## src/rtl/mips_pkg.sv

```systemverilog
// Shared definitions for the HI/LO multiply/divide unit: R-type funct codes,
// the sequencer state encoding and small funct-decoding helpers.
package mips_pkg;

    // R-type funct field values for the HI/LO instruction group
    localparam logic [5:0] FUNCT_MFHI  = 6'h10;
    localparam logic [5:0] FUNCT_MTHI  = 6'h11;
    localparam logic [5:0] FUNCT_MFLO  = 6'h12;
    localparam logic [5:0] FUNCT_MTLO  = 6'h13;
    localparam logic [5:0] FUNCT_MULT  = 6'h18;
    localparam logic [5:0] FUNCT_MULTU = 6'h19;
    localparam logic [5:0] FUNCT_DIV   = 6'h1a;
    localparam logic [5:0] FUNCT_DIVU  = 6'h1b;

    // Sequencer states: idle, iterating, result-written pulse
    typedef enum logic [1:0] {
        IDLE = 2'd0,
        CALC = 2'd1,
        DONE = 2'd2
    } muldiv_state_t;

    // True for the four iterative ops
    function automatic logic is_muldiv_funct(input logic [5:0] f);
        return (f == FUNCT_MULT) || (f == FUNCT_MULTU) ||
               (f == FUNCT_DIV)  || (f == FUNCT_DIVU);
    endfunction

    // True for the divide flavours
    function automatic logic is_div_funct(input logic [5:0] f);
        return (f == FUNCT_DIV) || (f == FUNCT_DIVU);
    endfunction

    // True for the signed flavours
    function automatic logic is_signed_funct(input logic [5:0] f);
        return (f == FUNCT_MULT) || (f == FUNCT_DIV);
    endfunction

endpackage

```

## src/rtl/muldiv_sign_fixup.sv

```systemverilog
// Combinational post-processing of the unsigned magnitude result: restores
// signs for the signed ops and applies the divide-by-zero and signed
// overflow result rules.
module muldiv_sign_fixup #(
    parameter int DATA_W = 32
) (
    input  logic [DATA_W-1:0] i_raw_hi,    // product upper half or remainder magnitude
    input  logic [DATA_W-1:0] i_raw_lo,    // product lower half or quotient magnitude
    input  logic              i_is_div,
    input  logic              i_neg_a,     // rs was negative in a signed op
    input  logic              i_neg_b,     // rt was negative in a signed op
    input  logic              i_div_zero,
    input  logic              i_overflow,  // signed most-negative / -1
    input  logic [DATA_W-1:0] i_rs_orig,   // untouched rs, returned in HI on divide by zero
    output logic [DATA_W-1:0] o_hi,
    output logic [DATA_W-1:0] o_lo
);

    logic [2*DATA_W-1:0] w_prod;
    logic [2*DATA_W-1:0] w_prod_neg;
    logic [DATA_W-1:0]   w_quot_neg;
    logic [DATA_W-1:0]   w_rem_neg;
    logic                w_res_neg;

    assign w_prod     = {i_raw_hi, i_raw_lo};
    assign w_prod_neg = -w_prod;
    assign w_quot_neg = -i_raw_lo;
    assign w_rem_neg  = -i_raw_hi;
    assign w_res_neg  = i_neg_a ^ i_neg_b;

    // Select the final HI/LO pair from the magnitude result and the special cases
    always_comb begin
        o_hi = i_raw_hi;
        o_lo = i_raw_lo;
        if (i_is_div) begin
            if (i_div_zero) begin
                o_hi = i_rs_orig;
                o_lo = '1;
            end else if (i_overflow) begin
                o_hi = '0;
                o_lo = {1'b1, {(DATA_W-1){1'b0}}};
            end else begin
                // quotient truncates toward zero, remainder follows the dividend
                o_lo = w_res_neg ? w_quot_neg : i_raw_lo;
                o_hi = i_neg_a   ? w_rem_neg  : i_raw_hi;
            end
        end else if (w_res_neg) begin
            o_hi = w_prod_neg[2*DATA_W-1:DATA_W];
            o_lo = w_prod_neg[DATA_W-1:0];
        end
    end

endmodule

```

## src/rtl/hilo_muldiv_unit.sv

```systemverilog
// HI/LO owner: iterative multiply/divide (one bit per cycle over operand
// magnitudes) plus direct MTHI/MTLO writes. HI/LO are presented continuously.
//
// Handshake: start is a one-cycle request strobe qualified by functcode; it is
// taken on a rising edge only when busy is low (IDLE or DONE). A request seen
// while busy, or with a funct outside the HI/LO group, is dropped with no side
// effect, so busy acts as the inverse of ready. done pulses for one cycle when
// a multiply/divide result lands in HI/LO.
module hilo_muldiv_unit
    import mips_pkg::*;
#(
    parameter int DATA_W = 32
) (
    input  logic              clk,
    input  logic              reset,
    input  logic              start,
    input  logic [5:0]        functcode,
    input  logic [DATA_W-1:0] rs_content,
    input  logic [DATA_W-1:0] rt_content,
    output logic              busy,
    output logic              done,
    output logic [DATA_W-1:0] hi,
    output logic [DATA_W-1:0] lo,
    output muldiv_state_t     o_dbg_state
);

    localparam int              CNT_W    = (DATA_W > 2) ? $clog2(DATA_W) : 1;
    localparam logic [CNT_W-1:0] CNT_LAST = CNT_W'(DATA_W - 1);

    muldiv_state_t       r_state;
    muldiv_state_t       w_next_state;
    logic [CNT_W-1:0]    r_cnt;

    // r_p holds {upper, lower}: product accumulator for multiply,
    // {remainder, quotient/dividend} for divide.
    logic [2*DATA_W-1:0] r_p;
    logic [DATA_W-1:0]   r_m;          // multiplicand or divisor magnitude
    logic                r_is_div;
    logic                r_neg_a;
    logic                r_neg_b;
    logic                r_div_zero;
    logic                r_overflow;
    logic [DATA_W-1:0]   r_rs_orig;
    logic [DATA_W-1:0]   r_hi;
    logic [DATA_W-1:0]   r_lo;

    logic                w_can_accept;
    logic                w_accept_md;
    logic                w_accept_mthi;
    logic                w_accept_mtlo;
    logic                w_last;
    logic                w_signed_op;
    logic                w_div_op;
    logic                w_rs_neg;
    logic                w_rt_neg;
    logic [DATA_W-1:0]   w_rs_mag;
    logic [DATA_W-1:0]   w_rt_mag;
    logic [DATA_W:0]     w_mul_sum;
    logic [2*DATA_W-1:0] w_mul_next;
    logic [DATA_W:0]     w_div_shift;
    logic                w_div_ge;
    logic [DATA_W-1:0]   w_div_diff;
    logic [DATA_W-1:0]   w_div_rem;
    logic [2*DATA_W-1:0] w_div_next;
    logic [2*DATA_W-1:0] w_step;
    logic [DATA_W-1:0]   w_fix_hi;
    logic [DATA_W-1:0]   w_fix_lo;

    // Request qualification
    assign w_can_accept  = (r_state != CALC);
    assign w_accept_md   = start && w_can_accept && is_muldiv_funct(functcode);
    assign w_accept_mthi = start && w_can_accept && (functcode == FUNCT_MTHI);
    assign w_accept_mtlo = start && w_can_accept && (functcode == FUNCT_MTLO);
    assign w_last        = (r_state == CALC) && (r_cnt == CNT_LAST);

    // Operand magnitudes and signs at the accepting edge
    assign w_signed_op = is_signed_funct(functcode);
    assign w_div_op    = is_div_funct(functcode);
    assign w_rs_neg    = w_signed_op && rs_content[DATA_W-1];
    assign w_rt_neg    = w_signed_op && rt_content[DATA_W-1];
    assign w_rs_mag    = w_rs_neg ? -rs_content : rs_content;
    assign w_rt_mag    = w_rt_neg ? -rt_content : rt_content;

    // Multiply step: add multiplicand when the current multiplier bit is set,
    // then shift the whole {upper, lower} pair right by one.
    assign w_mul_sum  = {1'b0, r_p[2*DATA_W-1:DATA_W]} +
                        (r_p[0] ? {1'b0, r_m} : {(DATA_W+1){1'b0}});
    assign w_mul_next = {w_mul_sum, r_p[DATA_W-1:1]};

    // Restoring divide step: shift the next dividend bit into the remainder,
    // subtract the divisor if it fits, and shift the outcome into the quotient.
    // The remainder stays below the divisor, so a DATA_W-bit difference is exact.
    assign w_div_shift = r_p[2*DATA_W-1:DATA_W-1];
    assign w_div_ge    = (w_div_shift >= {1'b0, r_m});
    assign w_div_diff  = w_div_shift[DATA_W-1:0] - r_m;
    assign w_div_rem   = w_div_ge ? w_div_diff : w_div_shift[DATA_W-1:0];
    assign w_div_next  = {w_div_rem, r_p[DATA_W-2:0], w_div_ge};

    assign w_step = r_is_div ? w_div_next : w_mul_next;

    // Final result is formed from the last step so HI/LO update on the last edge
    muldiv_sign_fixup #(
        .DATA_W (DATA_W)
    ) u_fixup (
        .i_raw_hi   (w_step[2*DATA_W-1:DATA_W]),
        .i_raw_lo   (w_step[DATA_W-1:0]),
        .i_is_div   (r_is_div),
        .i_neg_a    (r_neg_a),
        .i_neg_b    (r_neg_b),
        .i_div_zero (r_div_zero),
        .i_overflow (r_overflow),
        .i_rs_orig  (r_rs_orig),
        .o_hi       (w_fix_hi),
        .o_lo       (w_fix_lo)
    );

    // State register
    always_ff @(posedge clk or posedge reset) begin
        if (reset) begin
            r_state <= IDLE;
        end else begin
            r_state <= w_next_state;
        end
    end

    // Next-state logic
    always_comb begin
        w_next_state = r_state;
        case (r_state)
            IDLE:    if (w_accept_md) w_next_state = CALC;
            CALC:    if (r_cnt == CNT_LAST) w_next_state = DONE;
            DONE:    w_next_state = w_accept_md ? CALC : IDLE;
            default: w_next_state = IDLE;
        endcase
    end

    // State-decoded outputs
    always_comb begin
        busy        = (r_state == CALC);
        done        = (r_state == DONE);
        o_dbg_state = r_state;
    end

    // Iteration counter, restarted on every accepted multiply/divide
    always_ff @(posedge clk or posedge reset) begin
        if (reset) begin
            r_cnt <= '0;
        end else if (w_accept_md) begin
            r_cnt <= '0;
        end else if (r_state == CALC) begin
            r_cnt <= (r_cnt == CNT_LAST) ? '0 : r_cnt + CNT_W'(1);
        end
    end

    // Operand latch on accept, then one iteration per CALC cycle
    always_ff @(posedge clk or posedge reset) begin
        if (reset) begin
            r_p        <= '0;
            r_m        <= '0;
            r_is_div   <= 1'b0;
            r_neg_a    <= 1'b0;
            r_neg_b    <= 1'b0;
            r_div_zero <= 1'b0;
            r_overflow <= 1'b0;
            r_rs_orig  <= '0;
        end else if (w_accept_md) begin
            r_is_div   <= w_div_op;
            r_neg_a    <= w_rs_neg;
            r_neg_b    <= w_rt_neg;
            r_div_zero <= w_div_op && (rt_content == '0);
            r_overflow <= w_div_op && w_signed_op &&
                          (rs_content == {1'b1, {(DATA_W-1){1'b0}}}) &&
                          (rt_content == '1);
            r_rs_orig  <= rs_content;
            if (w_div_op) begin
                r_p <= {{DATA_W{1'b0}}, w_rs_mag};
                r_m <= w_rt_mag;
            end else begin
                r_p <= {{DATA_W{1'b0}}, w_rt_mag};
                r_m <= w_rs_mag;
            end
        end else if (r_state == CALC) begin
            r_p <= w_step;
        end
    end

    // Architectural HI/LO: written by a finishing op or by MTHI/MTLO
    always_ff @(posedge clk or posedge reset) begin
        if (reset) begin
            r_hi <= '0;
            r_lo <= '0;
        end else if (w_last) begin
            r_hi <= w_fix_hi;
            r_lo <= w_fix_lo;
        end else begin
            if (w_accept_mthi) r_hi <= rs_content;
            if (w_accept_mtlo) r_lo <= rs_content;
        end
    end

    assign hi = r_hi;
    assign lo = r_lo;

endmodule

```

## config.mk

```make
export PLATFORM = sky130hd
export DESIGN_NAME = hilo_muldiv_unit
export DESIGN_NICKNAME = d
export VERILOG_FILES = /design/src/rtl/mips_pkg.sv /design/src/rtl/muldiv_sign_fixup.sv /design/src/rtl/hilo_muldiv_unit.sv
export SDC_FILE = /design/constraint.sdc
export NUM_CORES = 1
export LEC_CHECK = 0
export BUFFER_PORTS_ARGS = -buffer_cell sky130_fd_sc_hd__buf_2
export CORE_ASPECT_RATIO = 0.8
export CORE_MARGIN = 1.5
export CORE_UTILIZATION = 25
export CTS_CLUSTER_DIAMETER = 150
export CTS_CLUSTER_SIZE = 10
export DETAILED_ROUTE_END_ITERATION = 8
export HOLD_SLACK_MARGIN = 0.15
export PLACE_DENSITY = 0.45
export SLEW_MARGIN = 20
export SYNTH_ARGS = -nofsm -noshare
export SYNTH_HDL_FRONTEND = slang
export SYNTH_HIERARCHICAL = 1
export SYNTH_SLANG_ARGS = --single-unit
export TNS_END_PERCENT = 100
```

## constraint.sdc

```tcl
create_clock -name clk -period 15.7 [get_ports clk]
set_clock_uncertainty 0.15 [all_clocks]
set_input_delay 4.71 -clock clk [delete_from_list [all_inputs] [get_ports clk]]
set_output_delay 4.71 -clock clk [all_outputs]
set_load 0.05 [all_outputs]
```

==> run_results.csv, run 1 <==
group,metric,value,unit
place,dpl.hpwl,63.1,mm
timing,maxSlewHeadroom,21.3,%
synth,synth_top_area_share,27.9,%
power_and_ir_drop,power_frac_clock,12.7,%
synth,synthesis.nets,2544,
floorplanning,die_area,74800,µm²
synth,syn_area,18300,µm²
setup_path,crit_required,15.96,ns
power_and_ir_drop,power_density,198,nW/µm²
floorplanning,coreArea,72200,µm²
run_status,status,"completed",
drt,drc,0,
synth,avgSynthCellArea,7.63,µm²
timing,slew_viol_final,0,
setup_path,r2r_end,"hi[31]$_DFFE_PP0P_",
power_and_ir_drop,seqPwrFrac,20.8,%
synth,postSynth.asyncResetShare,100,%
cts,path_clk_slew,0.06,ns
floorplanning,fp-row-count,88,
cts,hold_buffers,0,
cts,postCtsSetupRepairBufs,0,
setup_path,rrSetupSlack,8.74,ns
drt,drt-initial-drc-count,2099,
synth,synth_edf_count,0,
power_and_ir_drop,swShare,54.2,%
drt,ant_nets,0,
final_layout,area_growth,12.1,%
final_layout,post-route-cell-area,20500,µm²
place,io_buffers,140,
drt,dr.pass1.iters,6,
synth,synth_seq_cells,204,
timing,fmax,0.135,GHz
drt,wl_per_cell,24.9,µm
floorplanning,initial_utilization,25.3,%
place,gp_congestion,0.928,
setup_path,path_class,"in2reg",
grt,overflow,0,
synth,ys_warn_count,6,
setup_path,ff2ff_path_depth,20,
synth,synthDistinctLibCells,86,
setup_path,r2r-start,"r_m[4]$_DFFE_PP0P_",
setup_path,worstSetupEndpoint,"r_m[10]$_DFFE_PP0P_",
cts,cts_sinks,204,
synth,synth_largest_area_cell,"dfrtp_1",
final_layout,drive_above_1_share,11.7,%
cts,cts_root_buffer,"clkbuf_16",
final_layout,seq_area,5110,µm²
grt,grt_max_degree,106,
timing,rsz0062_at_grt,"false",
cts,cts.path.max_buffers,3,
drt,vias_per_cell,5.57,
floorplanning,io_pins,141,
timing,timing.hold.ws,0.327,ns
synth,syn_inst,2398,
grt,grt_pass1_vias,17700,
power_and_ir_drop,power_frac_comb,66.5,%
timing,min_period_over_period,47.1,%
cts,cts-buffers-inserted,24,
flow_run,drv_cap,0,
min_path,hold_class,"reg2reg",
cts,post_cts_resize_count,0,
final_layout,fin_nets,2584,
setup_path,worst_setup_path_end_kind,"flop",
power_and_ir_drop,vdd_drop_max,0.0000836,V
floorplanning,fp.dieW,305,µm
power_and_ir_drop,p_int,1.86,mW
timing,period_needed,7.40,ns
cts,clk-insertion-delay-late,0.58,ns
timing,hold_viol,0,
cts,cts_tree,"done",
cts,cts.htree.levels,1,
floorplanning,die_h,245,µm
grt,grt_pass1_wl,123,mm
setup_path,crit_path_start_kind,"primary input",
timing,worst_pin_slew,1.17,ns
grt,antenna_found_initial,7,
drt,detailroute.via_count,18900,
setup_path,crit_arrival,7.66,ns
timing,finalSetupViolCount,0,
timing,finalSetupTns,0,ns
final_layout,nFillCells,7871,
setup_path,cp-startpoint,"functcode[5]",
place,place_area,19900,µm²
power_and_ir_drop,p_switching,2.20,mW
power_and_ir_drop,p_leak,8.49,nW
grt,grt_usage,21.9,%
final_layout,multi_input_area,12300,µm²
setup_path,critPathMaxFanout,25,
synth,synth_seq_area_share,27.9,%
final_layout,final_util,28.4,%
synth,synth-main-ff-cell,"dfrtp_1",
drt,routed_wl,84.2,mm
synth,synth_area_leaders,"dfrtp_1, nand2_1, a21oi_1, mux2i_1, ha_1",
cell families after synthesis:
| logic type | share of synthesized area [%] |
|---|---|
| multiplexers | 7.70 |
| XOR/XNOR | 7.23 |
| buffers and inverters | 5.14 |
| AND/OR/NAND/NOR | 22.5 |
| adder cells (fa/ha/maj) | 5.08 |
| AO/OA/AOI/OAI | 24.4 |
| flip-flops | 27.9 |
routing by layer:
metal / track usage (%) / wire length (µm) / vias to the layer above / part of all wire, %
met1: 33.5 / 41100 / 9260 / 49
li1: - / - / 8711 / -
met4: 5.52 / 2310 / 2 / 2.7
met5: 0 / 13 / - / 0.015
met2: 31.2 / 34100 / 774 / 40
met3: 3.65 / 6640 / 105 / 7.9
worst min path at each step:
stage                                    startpoint                   endpoint  cells past startpoint  slack, ns
after detailed placement   r_rs_orig[7]$_DFFE_PP0P_   r_rs_orig[7]$_DFFE_PP0P_                      2       0.31
after global routing      r_rs_orig[19]$_DFFE_PP0P_  r_rs_orig[19]$_DFFE_PP0P_                      2       0.35
after CTS                  r_rs_orig[7]$_DFFE_PP0P_   r_rs_orig[7]$_DFFE_PP0P_                      2       0.33
after floorplan           r_rs_orig[15]$_DFFE_PP0P_  r_rs_orig[15]$_DFFE_PP0P_                      2       0.29
after global placement    r_rs_orig[10]$_DFFE_PP0P_  r_rs_orig[10]$_DFFE_PP0P_                      2       0.31
final                      r_rs_orig[7]$_DFFE_PP0P_   r_rs_orig[7]$_DFFE_PP0P_                      2       0.33
power by group through the flow:
stage	logic, mW	clock network [mW]	registers [mW]
after floorplan	1.74	0	0.833
after detailed placement	2.64	0	0.842
after CTS	2.66	0.532	0.835
final	2.70	0.516	0.844
after global placement	2.63	0	0.844
after global routing	2.92	0.545	0.856
layout make-up:
cell class | instances | area share, %
multi-input cells | 1952 | 59.9
flip-flops and latches | 204 | 24.9
well taps | 945 | 5.77
repair buffers | 181 | 4.92
clock buffers | 25 | 2.95
inverters | 75 | 1.41
clock inverters | 2 | 0.122
diodes | 2 | 0.0244
registers in the layout (all words and copies together) (netlist names), 2 cells and up:
name / count
o_dbg_state: 2
r_m: 32
hi: 32
r_p: 64
r_rs_orig: 32
r_cnt: 5
lo: 32
Yosys cell counts, types with 25 or more instances:
cell      number
o31ai_1       29
a21o_1        41
dfrtp_1      204
a31oi_1       41
nor3_1        50
inv_1         74
and2_1        45
or3_1         31
nor2_1       228
nand2_1      295
xnor2_1       81
xor2_1        70
a211oi_1      25
nand4_1       27
nor4_1        35
mux2_2        37
o21ai_0      173
o22ai_1       30
nand3_1       48
ha_1          71
a21oi_1      220
o211ai_1      30
mux2i_1       99
clkbuf_1     133
worst max-delay path, cell delays in order:
cell and delay, ns:
buf_2 0.10, nor3b_1 0.30, nor3b_1 0.73, and2_1 0.90, o21ai_0 0.26, xnor2_1 0.21, o211ai_1 0.30, o21ai_0 0.14
stage by stage:
step / setup slack (ns) / instances / power, mW
after floorplan: 5.27 / 2398 / 2.58
after global placement: 7.85 / 3357 / 3.47
after detailed placement: 7.73 / 3357 / 3.48
after CTS: 8.32 / 3384 / 4.03
after global routing: 7.90 / 3384 / 4.32
final: 8.30 / 3386 / 4.06
cell usage in the layout (no fill, tap or decap), types with 23 or more instances in the layout:
cell,synthesis,routed
a211oi_1,25,25
a21o_1,41,41
a21oi_1,220,220
a31oi_1,41,41
and2_1,45,44
buf_2,7,140
buf_4,1,41
clkbuf_16,0,24
dfrtp_1,204,203
ha_1,71,71
inv_1,74,73
mux2_2,37,37
mux2i_1,99,99
nand2_1,295,293
nand3_1,48,48
nand4_1,27,27
nor2_1,228,226
nor3_1,50,50
nor4_1,35,35
o211ai_1,30,30
o21ai_0,173,172
o21ai_1,22,23
o22ai_1,30,30
o31ai_1,29,29
or3_1,31,31
xnor2_1,81,80
xor2_1,70,69
No activity file was read; power rests on OpenSTA's default activity.
==> run 2: changes to the inputs <==
--- a/config.mk
+++ b/config.mk
@@ -5,6 +5,7 @@
 export SDC_FILE = /design/constraint.sdc
 export NUM_CORES = 1
 export LEC_CHECK = 0
+export ABC_AREA = 1
 export BUFFER_PORTS_ARGS = -buffer_cell sky130_fd_sc_hd__buf_2
 export CORE_ASPECT_RATIO = 0.8
 export CORE_MARGIN = 1.5
==> constraint.sdc (replaced) <==
create_clock -name clk -period 7.5 [get_ports clk]
set_clock_uncertainty 0.15 [all_clocks]
set_input_delay 2.25 -clock clk [delete_from_list [all_inputs] [get_ports clk]]
set_output_delay 2.25 -clock clk [all_outputs]
set_load 0.05 [all_outputs]
==> run_results.csv, run 2 <==
group,metric,value,unit
run_status,status,"completed",
setup_path,rrSetupSlack,1.73,ns
synth,ys_warn_count,6,
drt,vias_per_cell,4.94,
synth,synth_top_area_share,24.5,%
cts,cts_sinks,204,
cts,hold_buffers,0,
final_layout,final_common_cell,"nand2_1",
setup_path,ff2ff_path_depth,22,
synth,syn_inst,3559,
timing,min_period_over_period,77.0,%
final_layout,drive_above_1_share,8.61,%
synth,syn_area,20800,µm²
cts,cts_root_buffer,"clkbuf_16",
grt,top_usage_layer,"met1",
synth,synthMuxAreaShare,0,%
synth,avgSynthCellArea,5.85,µm²
final_layout,largest_register_ffs,64,
timing,rsz0062_at_grt,"false",
setup_path,r2r_end,"hi[17]$_DFFE_PP0P_",
setup_path,cpPeakStageDelay,0.77,ns
cts,post_cts_resize_count,0,
synth,postSynth.asyncResetShare,100,%
power_and_ir_drop,power_density,448,nW/µm²
setup_path,crit_path_start_kind,"flop",
floorplanning,die_h,261,µm
synth,synth_xor_area_share,3.74,%
drt,ant_nets,0,
drt,routed_wl,102,mm
timing,finalSetupTns,0,ns
timing,maxSlewHeadroom,21.1,%
min_path,hold_class,"reg2reg",
timing,fmax,0.173,GHz
power_and_ir_drop,vdd_drop_max,0.000179,V
grt,grt_max_degree,122,
setup_path,r2r-start,"r_p[0]$_DFFE_PP0P_",
setup_path,crit_arrival,6.10,ns
synth,synth_compound_area_share,11.3,%
synth,synthDistinctLibCells,54,
final_layout,final_cell_mix,"nand2_1, inv_1, nand3_1",
min_path,hp-start,"lo[6]$_DFFE_PP0P_",
floorplanning,initial_utilization,25.3,%
grt,grt_usage,23.2,%
synth,synth_edf_count,0,
timing,slew_viol_final,0,
floorplanning,io_pins,141,
drt,drt-initial-drc-count,2722,
setup_path,worst_setup_path_end_kind,"flop",
floorplanning,coreArea,82300,µm²
place,dpl.hpwl,82.4,mm
synth,synthTopCellsByCount,"nand2_1, inv_1, nand3_1",
timing,period_needed,5.77,ns
timing,worst_pin_slew,1.17,ns
final_layout,top_register,"r_p",
timing,finalSetupViolCount,0,
synth,synth-main-ff-cell,"dfrtp_1",
cts,path_clk_slew,0.06,ns
place,io_buffers,140,
cts,cts.htree.levels,1,
grt,grt_pass1_wl,148,mm
final_layout,area_growth,11.8,%
synth,synth_top_family_by_area,"simple AND/OR/NAND/NOR gates",
grt,antenna_found_initial,0,
synth,yosysMostFrequentCell,"nand2_1",
grt,met3_usage,3.79,%
setup_path,critPathMaxFanout,12,
synth,synthesis.nets,3705,
setup_path,path_common_cell,"nand2_1",
power_and_ir_drop,p_leak,12.1,nW
drt,detailroute.via_count,23400,
synth,synth_seq_cells,204,
min_path,worstHoldEndpoint,"lo[6]$_DFFE_PP0P_",
synth,yosys.area_share.simple,44.2,%
setup_path,path_class,"reg2reg",
timing,hold_viol,0,
drt,wl_per_cell,21.5,µm
setup_path,path_cells,"nand2_1, inv_1, ha_1, a21oi_1, inv_1, nor2_1, nand2_1, nand2_1, nand2_1, a21oi_1, o21ai_0, and2_1, nor2_1, nand2_1, nor2_1, nand3_1, nand3_1, nand2_1, o21a_1, nand2_1, nand2_1, nand3_1",
cts,cts.path.max_buffers,3,
min_path,hold_depth,2,
synth,synth_seq_area_share,24.5,%
power_and_ir_drop,power,10.4,mW
setup_path,cpMaxStageDelayCell,"a21oi_1",
grt,met1_usage,35.6,%
synth,synth_area_leaders,"dfrtp_1, nand2_1, inv_1, nand3_1, nor2_1",
floorplanning,die_area,85100,µm²
drt,drc,0,
setup_path,crit_required,7.83,ns
grt,grt_use_met2,34.2,%
floorplanning,fp-row-count,94,
cts,cts-buffers-inserted,24,
floorplanning,fp.dieW,326,µm
cts,cts_tree,"done",
drt,dr.pass1.iters,8,
synth,synth_largest_area_cell,"dfrtp_1",
flow_run,drv_cap,0,
grt,grt_pass1_vias,21500,
synth,synth_fa_ha_area_share,4.46,%
cts,postCtsSetupRepairBufs,0,
cts,clk-insertion-delay-late,0.57,ns
place,gp_congestion,0.990,
grt,overflow,0,
final_layout,fin_nets,3779,
## run 2: cell types whose count changed after synthesis, sizes merged, moves of 34 or more
cell | previous run | this run
nand3 | 48 | 333
a21oi | 220 | 86
or3 | 34 | 0
xnor2 | 81 | 19
a21o | 41 | 2
nor2 | 231 | 325
mux2i | 99 | 0
clkbuf | 136 | 69
nand2 | 295 | 1380
inv | 74 | 500
a31oi | 41 | 7
mux2 | 37 | 0
## run 2: per-layer routing
layer / part of all wire (%) / routed length (µm)
met4: 1.6 / 1580
met1: 50 / 50900
met2: 41 / 41700
met5: 0 / 0
met3: 7.3 / 7440
## run 2: area by class of cell
| cell class | instances | area, µm² |
|---|---|---|
| clock inverters | 2 | 23.8 |
| inverters | 503 | 1900 |
| multi-input cells | 2732 | 13300 |
| flip-flops and latches | 204 | 5110 |
| well taps | 1104 | 1380 |
| repair buffers | 168 | 956 |
| clock buffers | 26 | 608 |
| diodes | 1 | 2.50 |
| fillers | 9525 | 59000 |
## run 2: how the worst max path moves through the flow
| stage | start | end | slack [ns] | depth (start not counted) |
|---|---|---|---|---|
| finish | r_p[0]$_DFFE_PP0P_ | hi[17]$_DFFE_PP0P_ | 1.73 | 22 |
| global route | r_p[0]$_DFFE_PP0P_ | hi[17]$_DFFE_PP0P_ | 1.47 | 21 |
| CTS | r_p[0]$_DFFE_PP0P_ | hi[17]$_DFFE_PP0P_ | 2.07 | 22 |
| detailed placement | r_p[0]$_DFFE_PP0P_ | hi[17]$_DFFE_PP0P_ | 2.14 | 22 |
| global placement | functcode[2] | r_m[12]$_DFFE_PP0P_ | 1.98 | 10 |
| floorplan | reset | hi[0]$_DFFE_PP0P_ | 2.46 | 1 |
## run 2: per-stage QoR
stage / hold slack [ns] / setup slack, ns / utilization (%) / std cells / area [µm²]
finish: 0.325 / 1.73 / 28.3 / 4740 / 23300
global route: 0.336 / 1.47 / 28.3 / 4739 / 23300
CTS: 0.329 / 2.07 / 28.3 / 4739 / 23300
detailed placement: 0.312 / 2.14 / 27.5 / 4711 / 22700
global placement: 0.315 / 1.98 / 27.5 / 4710 / 22600
floorplan: 0.303 / 2.46 / - / 3559 / 20800
## run 2: cells by family (layout without fill, tap and decap cells)
group / after synthesis / count (layout)
simple gates: 2160 / 2160
buf+inv: 623 / 699
compound gates: 410 / 410
flops: 204 / 204
xor+xnor: 89 / 89
fa+ha+maj: 73 / 73
other cells: 0 / 1
## run 2: critical path, delay by kind of cell, from the launching register on
kind | cells | cell delay, ns
AOI/OAI and AO/OA | 4 | 1.39
adders and majority gates | 1 | 0.37
buffers and inverters | 2 | 0.17
DFF | 1 | 0.76
and+or+nand+nor | 15 | 2.80
## run 2: where the power goes
part	internal (mW)	switching, mW
combinational	2.01	5.49
sequential	1.49	0.366
clock	0.569	0.514
total	4.07	6.37
